File: src/rtl/mux_rr_stage.sv
// N-channel, W-bit multiplexer with direct or round-robin channel selection,
// feeding one registered output slot under a valid/ready handshake.
module mux_rr_stage #(
   parameter int W    = 8,
   parameter int N    = 4,
   parameter int SELW = 2
) (
   input  logic            clk,
   input  logic            reset,
   input  logic            mode,
   input  logic [SELW-1:0] sel,
   input  logic [N*W-1:0]  in_data,
   input  logic [N-1:0]    in_valid,
   output logic [N-1:0]    in_ready,
   output logic [W-1:0]    out_data,
   output logic [SELW-1:0] out_chan,
   output logic            out_valid,
   input  logic            out_ready
);

   logic [W-1:0]    out_data_q,  out_data_d;
   logic [SELW-1:0] out_chan_q,  out_chan_d;
   logic            out_valid_q, out_valid_d;
   logic [SELW-1:0] rr_last_q,   rr_last_d;

   logic            grant_valid_s;
   logic [SELW-1:0] grant_s;
   logic [SELW-1:0] rr_idx_s;
   logic [W-1:0]    grant_data_s;
   logic            can_accept_s;
   logic            xfer_s;

   // Grant selection: direct index or first valid channel after rr_last.
   always_comb begin
      grant_valid_s = 1'b0;
      grant_s       = {SELW{1'b0}};
      rr_idx_s      = rr_last_q;
      if (mode == 1'b0) begin
         // Loop compare rather than indexing, so an out-of-range sel never grants.
         for (int i = 0; i < N; i++) begin
            if ((sel == SELW'(i)) && in_valid[i]) begin
               grant_valid_s = 1'b1;
               grant_s       = SELW'(i);
            end else begin
               grant_valid_s = grant_valid_s;
            end
         end
      end else begin
         for (int k = 0; k < N; k++) begin
            if (rr_idx_s == SELW'(N - 1)) begin
               rr_idx_s = {SELW{1'b0}};
            end else begin
               rr_idx_s = rr_idx_s + SELW'(1);
            end
            if (!grant_valid_s && in_valid[rr_idx_s]) begin
               grant_valid_s = 1'b1;
               grant_s       = rr_idx_s;
            end else begin
               grant_valid_s = grant_valid_s;
            end
         end
      end
   end

   // Data word of the granted channel.
   always_comb begin
      grant_data_s = {W{1'b0}};
      for (int i = 0; i < N; i++) begin
         if (grant_s == SELW'(i)) begin
            grant_data_s = in_data[i*W +: W];
         end else begin
            grant_data_s = grant_data_s;
         end
      end
   end

   // Handshake towards producers; reset suppresses all acceptance.
   always_comb begin
      can_accept_s = !out_valid_q || out_ready;
      xfer_s       = can_accept_s && grant_valid_s && !reset;
      in_ready     = {N{1'b0}};
      for (int i = 0; i < N; i++) begin
         if (xfer_s && (grant_s == SELW'(i))) begin
            in_ready[i] = 1'b1;
         end else begin
            in_ready[i] = 1'b0;
         end
      end
   end

   // Output slot next state: load on transfer, empty on drain, else hold.
   always_comb begin
      out_data_d  = out_data_q;
      out_chan_d  = out_chan_q;
      out_valid_d = out_valid_q;
      rr_last_d   = rr_last_q;
      if (xfer_s) begin
         out_data_d  = grant_data_s;
         out_chan_d  = grant_s;
         out_valid_d = 1'b1;
         rr_last_d   = grant_s;
      end else if (out_valid_q && out_ready) begin
         out_valid_d = 1'b0;
      end else begin
         out_valid_d = out_valid_q;
      end
   end

   // State registers; rr_last resets to N-1 so channel 0 wins first.
   always_ff @(posedge clk) begin
      if (reset) begin
         out_data_q  <= {W{1'b0}};
         out_chan_q  <= {SELW{1'b0}};
         out_valid_q <= 1'b0;
         rr_last_q   <= SELW'(N - 1);
      end else begin
         out_data_q  <= out_data_d;
         out_chan_q  <= out_chan_d;
         out_valid_q <= out_valid_d;
         rr_last_q   <= rr_last_d;
      end
   end

   assign out_data  = out_data_q;
   assign out_chan  = out_chan_q;
   assign out_valid = out_valid_q;

endmodule

File: config.mk
export PLATFORM = sky130hd
export DESIGN_NAME = mux_rr_stage
export DESIGN_NICKNAME = d
export VERILOG_FILES = /design/src/rtl/mux_rr_stage.sv
export SDC_FILE = /design/constraint.sdc
export NUM_CORES = 1
export LEC_CHECK = 0
export BUFFER_PORTS_ARGS = -buffer_cell sky130_fd_sc_hd__buf_2
export CORE_UTILIZATION = 40
export CTS_CLUSTER_DIAMETER = 50
export DETAILED_ROUTE_END_ITERATION = 8
export GPL_ROUTABILITY_DRIVEN = 1
export PLACE_DENSITY = 0.81
export SLEW_MARGIN = 20
export SYNTH_ARGS = -nofsm -noshare
export SYNTH_HDL_FRONTEND = slang
export SYNTH_SLANG_ARGS = --single-unit
File: constraint.sdc
create_clock -name clk -period 4.35 [get_ports clk]
set_input_delay 1.0875 -clock clk [delete_from_list [all_inputs] [get_ports clk]]
set_output_delay 1.0875 -clock clk [all_outputs]
set_load 0.05 [all_outputs]
==> results of run 1 <==
-- worst max-delay path by stage --
stage | from | end | slack (ns) | depth (start not counted)
floorplan | in_valid[0] | in_ready[0] | 0.19 | 9
global placement | in_valid[2] | in_ready[3] | 0.43 | 9
detailed placement | in_valid[2] | in_ready[3] | 0.39 | 9
CTS | in_valid[2] | in_ready[3] | 0.37 | 9
global route | in_valid[2] | in_ready[3] | 0.23 | 9
finish | in_valid[2] | in_ready[3] | 0.37 | 9
-- kinds of logic after synthesis --
| logic type | after synthesis | share of synthesized area |
|---|---|---|
| flops | 13 | 0.210 |
| buf+inv | 16 | 0.100 |
| simple gates | 51 | 0.222 |
| xor+xnor | 1 | 0.00708 |
| compound gates | 43 | 0.266 |
| fa+ha+maj | 1 | 0.0101 |
| mux | 21 | 0.184 |
-- area by class of cell --
type / instances / area (um2) / area share
timing repair buffer: 62 / 325 / 0.215
inverter: 2 / 7.51 / 0.00497
tap: 31 / 38.8 / 0.0257
sequential: 13 / 260 / 0.172
multi-input combinational: 117 / 853 / 0.565
clock buffer: 4 / 26.3 / 0.0174
-- cell usage in the layout, fill, tap and decap left out, drive strengths merged, types with 4 or more instances in the layout --
cell type / n
dfxtp: 13
nor2: 14
nor2b: 4
o21ai: 9
nand2b: 6
clkbuf: 4
o221ai: 5
buf: 62
nand2: 12
a21oi: 8
mux2: 4
mux2i: 16
nand3b: 4
-- worst min-delay path, delay by kind of cell, from the launching register on --
family | cells | cell delay [ns]
AOI/OAI and AO/OA | 1 | 0.05
DFF | 1 | 0.32
and+or+nand+nor | 1 | 0.05
-- metrics by stage --
stage,hold WS [ns],instances,total power [W]
global route,0.489,229,0.000519
finish,0.467,229,0.000490
global placement,0.456,225,0.000414
floorplan,0.441,146,0.000369
detailed placement,0.449,225,0.000417
CTS,0.471,229,0.000492
-- sequential cells by signal, indices dropped and copies added (netlist names) --
name and flops:
out_chan 2, out_data 8, out_valid 1, rr_last_q 2
-- routing by layer --
metal	wire length [um]	share of wire
met4	24	0.0080
met2	1470	0.49
met1	1310	0.44
met3	194	0.065
met5	0	0
-- report_power, final --
| group | switching, W | internal (W) | total (W) |
|---|---|---|---|
| clock network | 0.0000386 | 0.0000355 | 0.0000741 |
| logic | 0.000167 | 0.000102 | 0.000270 |
| registers | 0.00000926 | 0.000137 | 0.000146 |
| total | 0.000215 | 0.000275 | 0.000490 |
==> results.txt, run 1 <==
- For the pin with the worst max-slew slack, the measured transition is 0.425 ns.
- The clock reaches the later pin of the worst-skew pair after 0.27 ns.
- Post-synth EDFFs: 0
* Initial antenna violation count: 0
* CP Cell Sequence: buf_2, or4b_1, o21ai_2, a22oi_2, o2111ai_1, o311a_1, inv_1, nor2_1, buf_2
- The first global-routing pass estimated a little under 5000 um of wire.
- Flip-flop cell with the highest count after synthesis: dfxtp_1
- Entering global routing, the biggest net connects 22 pins.
- On the critical path, the stage with the largest delay is an instance of or4b_1.
* Via count of the first global-routing pass: approximately 1.1k
* Setup clock skew after layout: a little over 0.004 ns
* Status: finished with violations
- Once layout is complete, the utilization of the core stands at 0.530.
* Share of final-layout standard cells stronger than drive strength 1: 0.394
- Class of the tightest hold or removal check: reg2reg
- Antenna diode instance count: 0
- The clock passes through at most 2 buffers.
- In the global route stage, met3 resource usage came out at 0.0179.
- For this run, global-route usage on met1 was measured as 0.231.
* Most prevalent standard cell on the critical path: buf_2
- The final number of hold-violating endpoints came to 0.
- The die is 57.6 um wide.
- met2 is the most crowded layer.
- H-Tree Depth: 1
* Smallest setup slack after layout: ~0.37 ns
- Gate Count Post-Synth: 146
- Failing checks: DRC
* Count of antenna-violating nets left after detailed routing: 0
* Warnings, synthesis: 0
- For this run, global-route usage on met2 was measured as 0.327.
* Worst reg2reg setup slack: about 1.5 ns
- Of all nets on the critical path, the largest fanout is 14.
* Clock period minus worst slack: between 3 and 4 ns
- Yosys instantiated no cell more often than mux2i_1.
* Worst hold path depth: 2
* Maximum operating frequency: 252 MHz
* RSZ-0062 raised after global routing: false
- Post-synth ARST share: 0
* Total congestion overflow after global routing: 0
- The total area inside the core boundary comes to 2850 um2.
* Hold-critical path endpoint: out_chan[1]
- Growth of design area from synthesis to finish: 22.1%
- The endpoint identified for the worst register-to-register timing path is out_data[7].
- Clock tree from TritonCTS: built
- Synthesis-stage register bit count: 13
- Post-placement setup slack: slightly below 0.4 ns
* Finished layout cell area: ~1500 um2
* Worst ir drop on vdd: around 0.22 mV
- Post-CTS repair changed the size of 0 cells.
- Max-cap violations: 0
- Post-Synthesis Mean Instance Area: approximately 8.5 um2
- Count of final setup violators: 0
- For this configuration, the core starts out at a cell density of 0.434.
- The startpoint identified for the worst register-to-register timing path is rr_last_q[0].
- After synthesis, the most frequently instantiated cells are mux2i_1, nor2_1, dfxtp_1, nand2_1, a21oi_1.
- Fill cells in the final layout number 280.
- Nets in the synthesized netlist: ~190
- Count of nets after finishing: roughly 240
- Measured against its own limit, the worst slew margin works out to 0.714.
- The worst hold path begins at out_chan[1].
- Launching element type of the critical path: input pin
* Max Slew Vio Count: 0
- CP Buf/Inv Count: 3
* Delay of the slowest cell on the worst path: around 0.49 ns
* Die outline area: roughly 3300 um2
- The detailed router placed ~1.3k vias in this run.
* GRT Resource Usage Total: 0.185
- Top Ports: 57
* Kind of end point of the critical path: output pin
- Sink Count: 13
- The congestion estimate from routability-driven global placement came to approximately 0.8.
- The pre-antenna-repair detailed-routing pass consisted of 6 iterations.
- After detailed placement, the total cell area comes to 1490 um2.
* Number of distinct standard cells referenced by the synthesized netlist: 48
* Type of the worst setup path: in2out
* Cell row count: 19
* R2R cell count: 9
* Post-CTS setup buffer count: 0
- Using the TritonRoute via totals, the vias-per-cell ratio works out to around 5.7.
- CTS placed an instance of clkbuf_4 at the clock tree root.
* Input/output buffers: 56
* CP Data Required Time: 3.26 ns
- After synthesis, the cell types taking the most area are dfxtp_1, mux2i_1, buf_6.
- After detailed routing, the total wire length is approximately 3000 um.
- In the final timing run, aggregate negative setup slack is 0 ns.
* Share of Yosys cell area claimed by the top area cell type: 0.210
- Data arrives at the worst endpoint at 2.89 ns.
* DRC Markers: 1
- In this run the cell area of the synthesized design comes to about 1200 um2.
- Final cycle utilization of the critical path: 0.914
- Sequential element share of the synthesized area: 0.210
- Clock input transition at the sequential cells of the worst setup and hold paths: 0.08 ns
* Reported leakage power: between 0.6 and 0.7 nW
* Number of buffers added to fix hold violations after cts: 0
* Power per unit of standard cell area: between 300 and 400 nW/um2
- Grouping stages by cell kind, the critical path spends the most delay in compound AO/OA/AOI/OAI gates.
- Die boundary height: between 50 and 60 um
- Wire length per cell: approximately 13 um
- Cts bufs inserted: 3
* Drt first-iter violations: between 70 and 80
* Leading area contributor after synthesis: dfxtp_1
- The HPWL after detailed placement is ~2300 um.
Power figures use the tool's default switching activity.
==> run 2, diff against run 1 <==
- BUFFER_PORTS_ARGS: -buffer_cell sky130_fd_sc_hd__buf_2 -> unset
- CTS_CLUSTER_DIAMETER: 50 -> 100
- DONT_BUFFER_PORTS: unset -> 1
- PLACE_DENSITY: 0.81 -> 0.65
- clock period: 4.35 -> 4.7 ns (I/O delays scaled with it)
==> run 2 against run 1 <==
Compared with the run above: the run now ends clean; non-clock buffer count fell by 53; register-to-register slack improved by 0.42 ns; global-route usage fell by 1.5 points; flip-flop and latch count did not move; largest cell class unchanged.
==> results.txt, run 2 (same netlist as run 1, synthesis figures left out) <==
* Status: finished clean
- Launching element type of the critical path: flop
- CTS saw 13 sinks.
* Least-Margin Pin Slew: ~0.54 ns
- Of the available clock period, the critical path in the final layout requires 0.855.
- Clock network fraction of design power: 0.164
- Clock skew on the completed layout was measured at between 0.009 and 0.01 ns.
- Number of hold violations in the final report: 0
* Wire length per cell: 16.6 um
- Power per unit of standard cell area: 332 nW/um2
* Relative slew margins: 0.641
- For this design the static power due to leakage is around 0.47 nW.
- Number of buffers added to fix hold violations after cts: 0
- The die covers 3320 um2.
- Cts bufs inserted: 3
- The register with the most flip-flops in the layout has 8 of them.
- Setup TNS Final: 0 ns
* Count of antenna-violating nets left after detailed routing: 0
* Maximum number of pins on one net before global-route repair: 22
* Fillers: 300
- The initial utilization of the core area, before any placement, comes to 0.434.
- After clock tree synthesis, the clock-pin slew on the worst setup and hold paths is 0.09 ns.
- Data on the critical path is required at its endpoint by roughly 3.5 ns.
- For this run, the detailed router's first-pass iteration total came to 4.
- Via count of the first global-routing pass: between 1k and 1.5k
- Worst endpoint data arrival time: ~2.8 ns
* Clock tree from TritonCTS: built
* H-Tree Depth: 1
- Summed over all nets, the switching power comes to approximately 0.00018 W.
- Drt first-iter violations: 25
- Count of nets after finishing: between 150 and 200
- Share of final-layout standard cells stronger than drive strength 1: 0.179
- Die boundary height: a little under 60 um
* Leading cell types in the layout, fill and taps excluded: mux2i_1, nor2_1, dfxtp_1
* Die Span X: a little under 60 um
- Root cell of the clock tree: clkbuf_4
- Fraction of power consumed by sequential logic: 0.452
* Count of final setup violators: 0
- DRC Markers: 0
- CTS Buffer Depth: 2
* Smallest setup slack after layout: approximately 0.68 ns
- Across the run, the number of max-cap violations was 0.
- The library cell used most frequently in the layout, excluding fill and tap cells, is mux2i_1.
* Worst ir drop on vdd: ~0.28 mV
* Post-CTS setup buffer count: 0
- Max Slew Vio Count: 0
* Post-CTS sizing: 0
- For the finished layout, the period the worst path requires is between 4 and 5 ns.
* Antenna diode instance count: 0
- Maximum operating frequency: between 200 and 250 MHz
- In this run the tool buffered the top-level ports with 0 buffer cells.
* Kind of end point of the critical path: output pin
- For this run, the total global-route usage over all layers was measured as 0.170.
- The finished cells cover 1250 um2.
- Top Ports: 57
- Class of the tightest hold or removal check: reg2reg
- The core region is around 2900 um2.
- Once placement finished, the instance area stood at 1230 um2.
- Overall routed net length: about 3000 um
- Growth of design area from synthesis to finish: 1.42%
- The initial antenna violation count is 0.
- Cell internal power was estimated by the tool at between 0.0002 and 0.00025 W.
* Hpwl dp: about 2300 um
- Final Wtd Congestion: about 0.8
* Via Count: roughly 1.1k
- CP max FO: 17
- The floorplan has 19 rows.
- By startpoint and endpoint, the worst setup path is classified as reg2out.
- RSZ-0062 raised after global routing: false
- Switching portion of total power: 0.441
- Total congestion overflow after global routing: 0
* Post-placement setup slack: 0.709 ns
- At the later pin of the worst-skew pair, clock insertion delay measures roughly 0.28 ns.
* Wire length of the first global-routing pass: about 4500 um
- Routed via count divided by cell count: between 6 and 7
- Of the total power, combinational logic draws 0.384.
run 2: cell types whose count changed in the layout (fill, tap and decap cells not counted), sizes merged:
cell | before | now
clkbuf | 4 | 3
clkinv | 0 | 1
buf | 62 | 9
run 2: cell type report:
type	count	area, um2	area share
multi-input cells	117	853	0.680
clock buffers	3	22.5	0.0179
well taps	31	38.8	0.0309
inverters	2	7.51	0.00598
flip-flops and latches	13	260	0.207
repair buffers	9	67.6	0.0538
clock inverters	1	5.00	0.00399
run 2: metrics by stage:
stage | hold WS [ns] | total power, W | util | std cells
3_5_place_dp | 0.454 | 0.000351 | 0.430 | 172
5_1_grt | 0.514 | 0.000439 | 0.440 | 176
4_1_cts | 0.475 | 0.000420 | 0.440 | 176
2_1_floorplan | 0.441 | 0.000342 | - | 146
6_report | 0.472 | 0.000416 | 0.440 | 176
3_3_place_gp | 0.458 | 0.000345 | 0.430 | 172
run 2: critical path, cell delays in order, from the launching register on:
cell and delay (ns):
dfxtp_1 0.32, ha_1 0.59, nor2b_1 0.34, a22oi_1 0.17
nor2b_1 0.15, o2111ai_1 0.20, o311a_1 0.21, buf_4 0.20
inv_1 0.07, nor2_1 0.10, buf_4 0.20
run 2: path summary, 6_finish.rpt:
kind / from / end / slack, ns / cells past startpoint
worst max register to register: rr_last_q[1] / out_data[7] / 1.95 / 9
worst max-delay path: rr_last_q[1] / in_ready[2] / 0.68 / 10
worst min register to register: rr_last_q[1] / rr_last_q[1] / 0.47 / 2
worst min-delay path: rr_last_q[1] / rr_last_q[1] / 0.47 / 2
run 2: power by group through the flow:
stage	Clock, W	Combinational (W)	Sequential [W]
detailed placement	0	0.000161	0.000190
floorplan	0	0.000153	0.000188
CTS	0.0000712	0.000161	0.000188
finish	0.0000682	0.000160	0.000188
global route	0.0000746	0.000175	0.000190
global placement	0	0.000154	0.000191
run 2: routing by layer:
metal | up-vias | routed length (um) | track usage
li1 | 541 | - | -
met1 | 517 | 1290 | 0.222
met2 | 33 | 1520 | 0.307
met3 | 0 | 119 | 0.0156
met4 | 0 | 0 | 0.0314
met5 | - | 0 | 0
==> run 3, diff against run 2 <==
- RECOVER_POWER: unset -> 100
==> run 3 against run 2 <==
Compared with the run above: first-iteration DRC count is 8.0% higher; non-clock buffer count stayed put; combinational power decreased by 4%; via count rose by 0.55%; highest routed layer unchanged; wire length down 0.96%; global-route usage unchanged; maximum frequency shrank 4.6%; flip-flop and latch count did not move; design area is 1.7% lower.
==> results.txt, run 3 (same netlist as run 1, synthesis figures left out) <==
- Status: finished clean
- For this run, design rule violations remaining after detail routing come to 0.
* Count of nets after finishing: 189
* Clock tree from TritonCTS: built
- Count of final setup violators: 0
- The critical path is of the reg2out type.
- On the final layout, the worst clock skew is between 0.009 and 0.01 ns.
- The via count of the first global-routing pass is roughly 1.0k.
* Input/output buffers: 0
- At the later pin of the worst-skew pair, clock insertion delay measures roughly 0.28 ns.
* Maximum number of pins on one net before global-route repair: 22
- After clock tree synthesis, the repair step resized 0 gates.
* Die outline area: between 3000 and 4000 um2
* Total congestion overflow after global routing: 0
* Cell row count: 19
* Leading cell types in the layout, fill and taps excluded: mux2i_1, nor2_1, dfxtp_1
- Count of antenna-violating nets left after detailed routing: 0
- RSZ-0062 raised after global routing: false
* Met2 wirelength from detailed routing: roughly 1500 um
- The register with the most flip-flops in the layout has 8 of them.
* Number of iterations in the first detailed-routing pass: 4
- Most frequent standard cell in the layout excluding fill and tap cells: mux2i_1
- Of the cells placed in the final design, the portion with a size suffix greater than 1 is 0.152.
- Launching element type of the critical path: flop
- The worst hold path begins at rr_last_q[1].
- CTS built an H-tree with a depth of 1.
- Total power: between 0.0004 and 0.0005 W
* Placed instance area: roughly 1200 um2
- Least-Margin Pin Slew: 0.599 ns
* Maximum operating frequency: 237 MHz
* Combinational share of power: 0.376
- Internal power comes to 0.000229 W.
* Worst ir drop on vdd: around 0.27 mV
- After detailed routing, the number of vias per cell comes to 6.23.
* Setup TNS Final: 0 ns
- The share of total power dissipated in sequential elements is 0.458.
- At the end of the flow the core is filled with cells to 0.432.
* Clock input transition at the sequential cells of the worst setup and hold paths: ~0.090 ns
* Root cell of the clock tree: clkbuf_4
* Finished layout cell area: around 1200 um2
- Number of buffers added to fix hold violations after cts: 0
* CP max FO: 17
- The routed layout has about 1.1k vias.
- Clock period minus worst slack: approximately 4.2 ns
* Post-CTS setup buffer count: 0
- Antenna diode instance count: 0
* Reported leakage power: 0.463 nW
- The critical path starts at rr_last_q[1].
- The highest metal layer carrying signal wires in the routed design is met3.
- Floorplan Core Area: around 2900 um2
- Power per unit of standard cell area: 333 nW/um2
- Drt first-iter violations: 27
* Post-route worst hold slack: 0.478 ns
- Of the total power, the clock network draws 0.166.
- For this run, the total global-route usage over all layers was measured as 0.170.
- In this run the count of I/O pins placed on the die edge is 57.
- After detailed routing, the average wire length per cell comes to between 15 and 20 um.
* Met1 Routed Length: ~1300 um
- Cts bufs inserted: 3
- The longest clock path from root to sink contains 2 buffers.
* Sink Count: 13
- The congestion estimate from routability-driven global placement came to around 0.80.
- The initial utilization of the core area, before any placement, comes to 0.434.
- Die boundary height: 57.6 um
* Switching portion of total power: 0.443
- CP Data Required Time: around 3.5 ns
* Final cycle utilization of the critical path: 0.897
- The first global-routing pass estimated 4510 um of wire.
* Number of hold violations in the final report: 0
- In this run the power spent charging and discharging nets is 0.000182 W.
- Max-cap violations: 0
- Max Slew Vio Count: 0
- Worst endpoint data arrival time: 3.04 ns
- Die Span X: 57.6 um
- Hpwl dp: around 2300 um
- Kind of end point of the critical path: output pin
* Worst r2r src: rr_last_q[1]
- Measured against its own limit, the worst slew margin works out to 0.603.
- The area growth from synthesis to layout is -0.304%.
* Overall routed net length: ~2900 um
- The min-delay analysis places its worst path in the category reg2reg.
* Wire length on met3: 129 um
- Initial antenna violation count: 0
-- run 3: changes by cell type in the layout (fill, tap and decap cells not counted), sizes merged --
cell / change
clkbuf: +2
buf: -2
-- run 3: worst max-delay path, stage by stage (launching register included) --
cell      delay, ns
dfxtp_1        0.32
ha_1           0.57
nor2b_1        0.35
a22oi_1        0.17
a21oi_1        0.15
a21oi_1        0.06
o311a_1        0.35
buf_4          0.19
nor2_1         0.11
clkbuf_1       0.48
-- run 3: power groups by stage --
stage	combinational (W)	sequential, W	clock, W
after floorplan	0.000153	0.000188	0
after global placement	0.000154	0.000191	0
after detailed placement	0.000161	0.000190	0
after CTS	0.000161	0.000188	0.0000712
after global routing	0.000169	0.000190	0.0000746
final	0.000154	0.000188	0.0000683
-- run 3: final timing paths --
kind                       end  slack (ns)  cells after the start
hold / removal    rr_last_q[1]        0.48                      2
setup reg to reg   out_data[7]        1.74                      9
setup / recovery   in_ready[1]        0.49                      9
hold reg to reg   rr_last_q[1]        0.48                      2
-- run 3: layout make-up --
| cell class | instances | area, um2 |
|---|---|---|
| clock buffers | 3 | 22.5 |
| flip-flops and latches | 13 | 260 |
| repair buffers | 9 | 60.1 |
| fillers | 304 | 1620 |
| well taps | 31 | 38.8 |
| inverters | 2 | 7.51 |
| multi-input cells | 117 | 840 |
| clock inverters | 1 | 5.00 |
-- run 3: routing by layer --
metal / GRT usage / up-vias
li1: - / 542
met1: 0.222 / 520
met2: 0.307 / 35
met3: 0.0156 / 0
met4: 0.0314 / 0
met5: 0 / -
-- run 3: stage by stage --
step                      worst slack (ns)  std cells
final                                0.486        176
after global routing                 0.253        176
after CTS                            0.655        176
after detailed placement             0.709        172
after global placement               0.709        172
after floorplan                      0.360        146
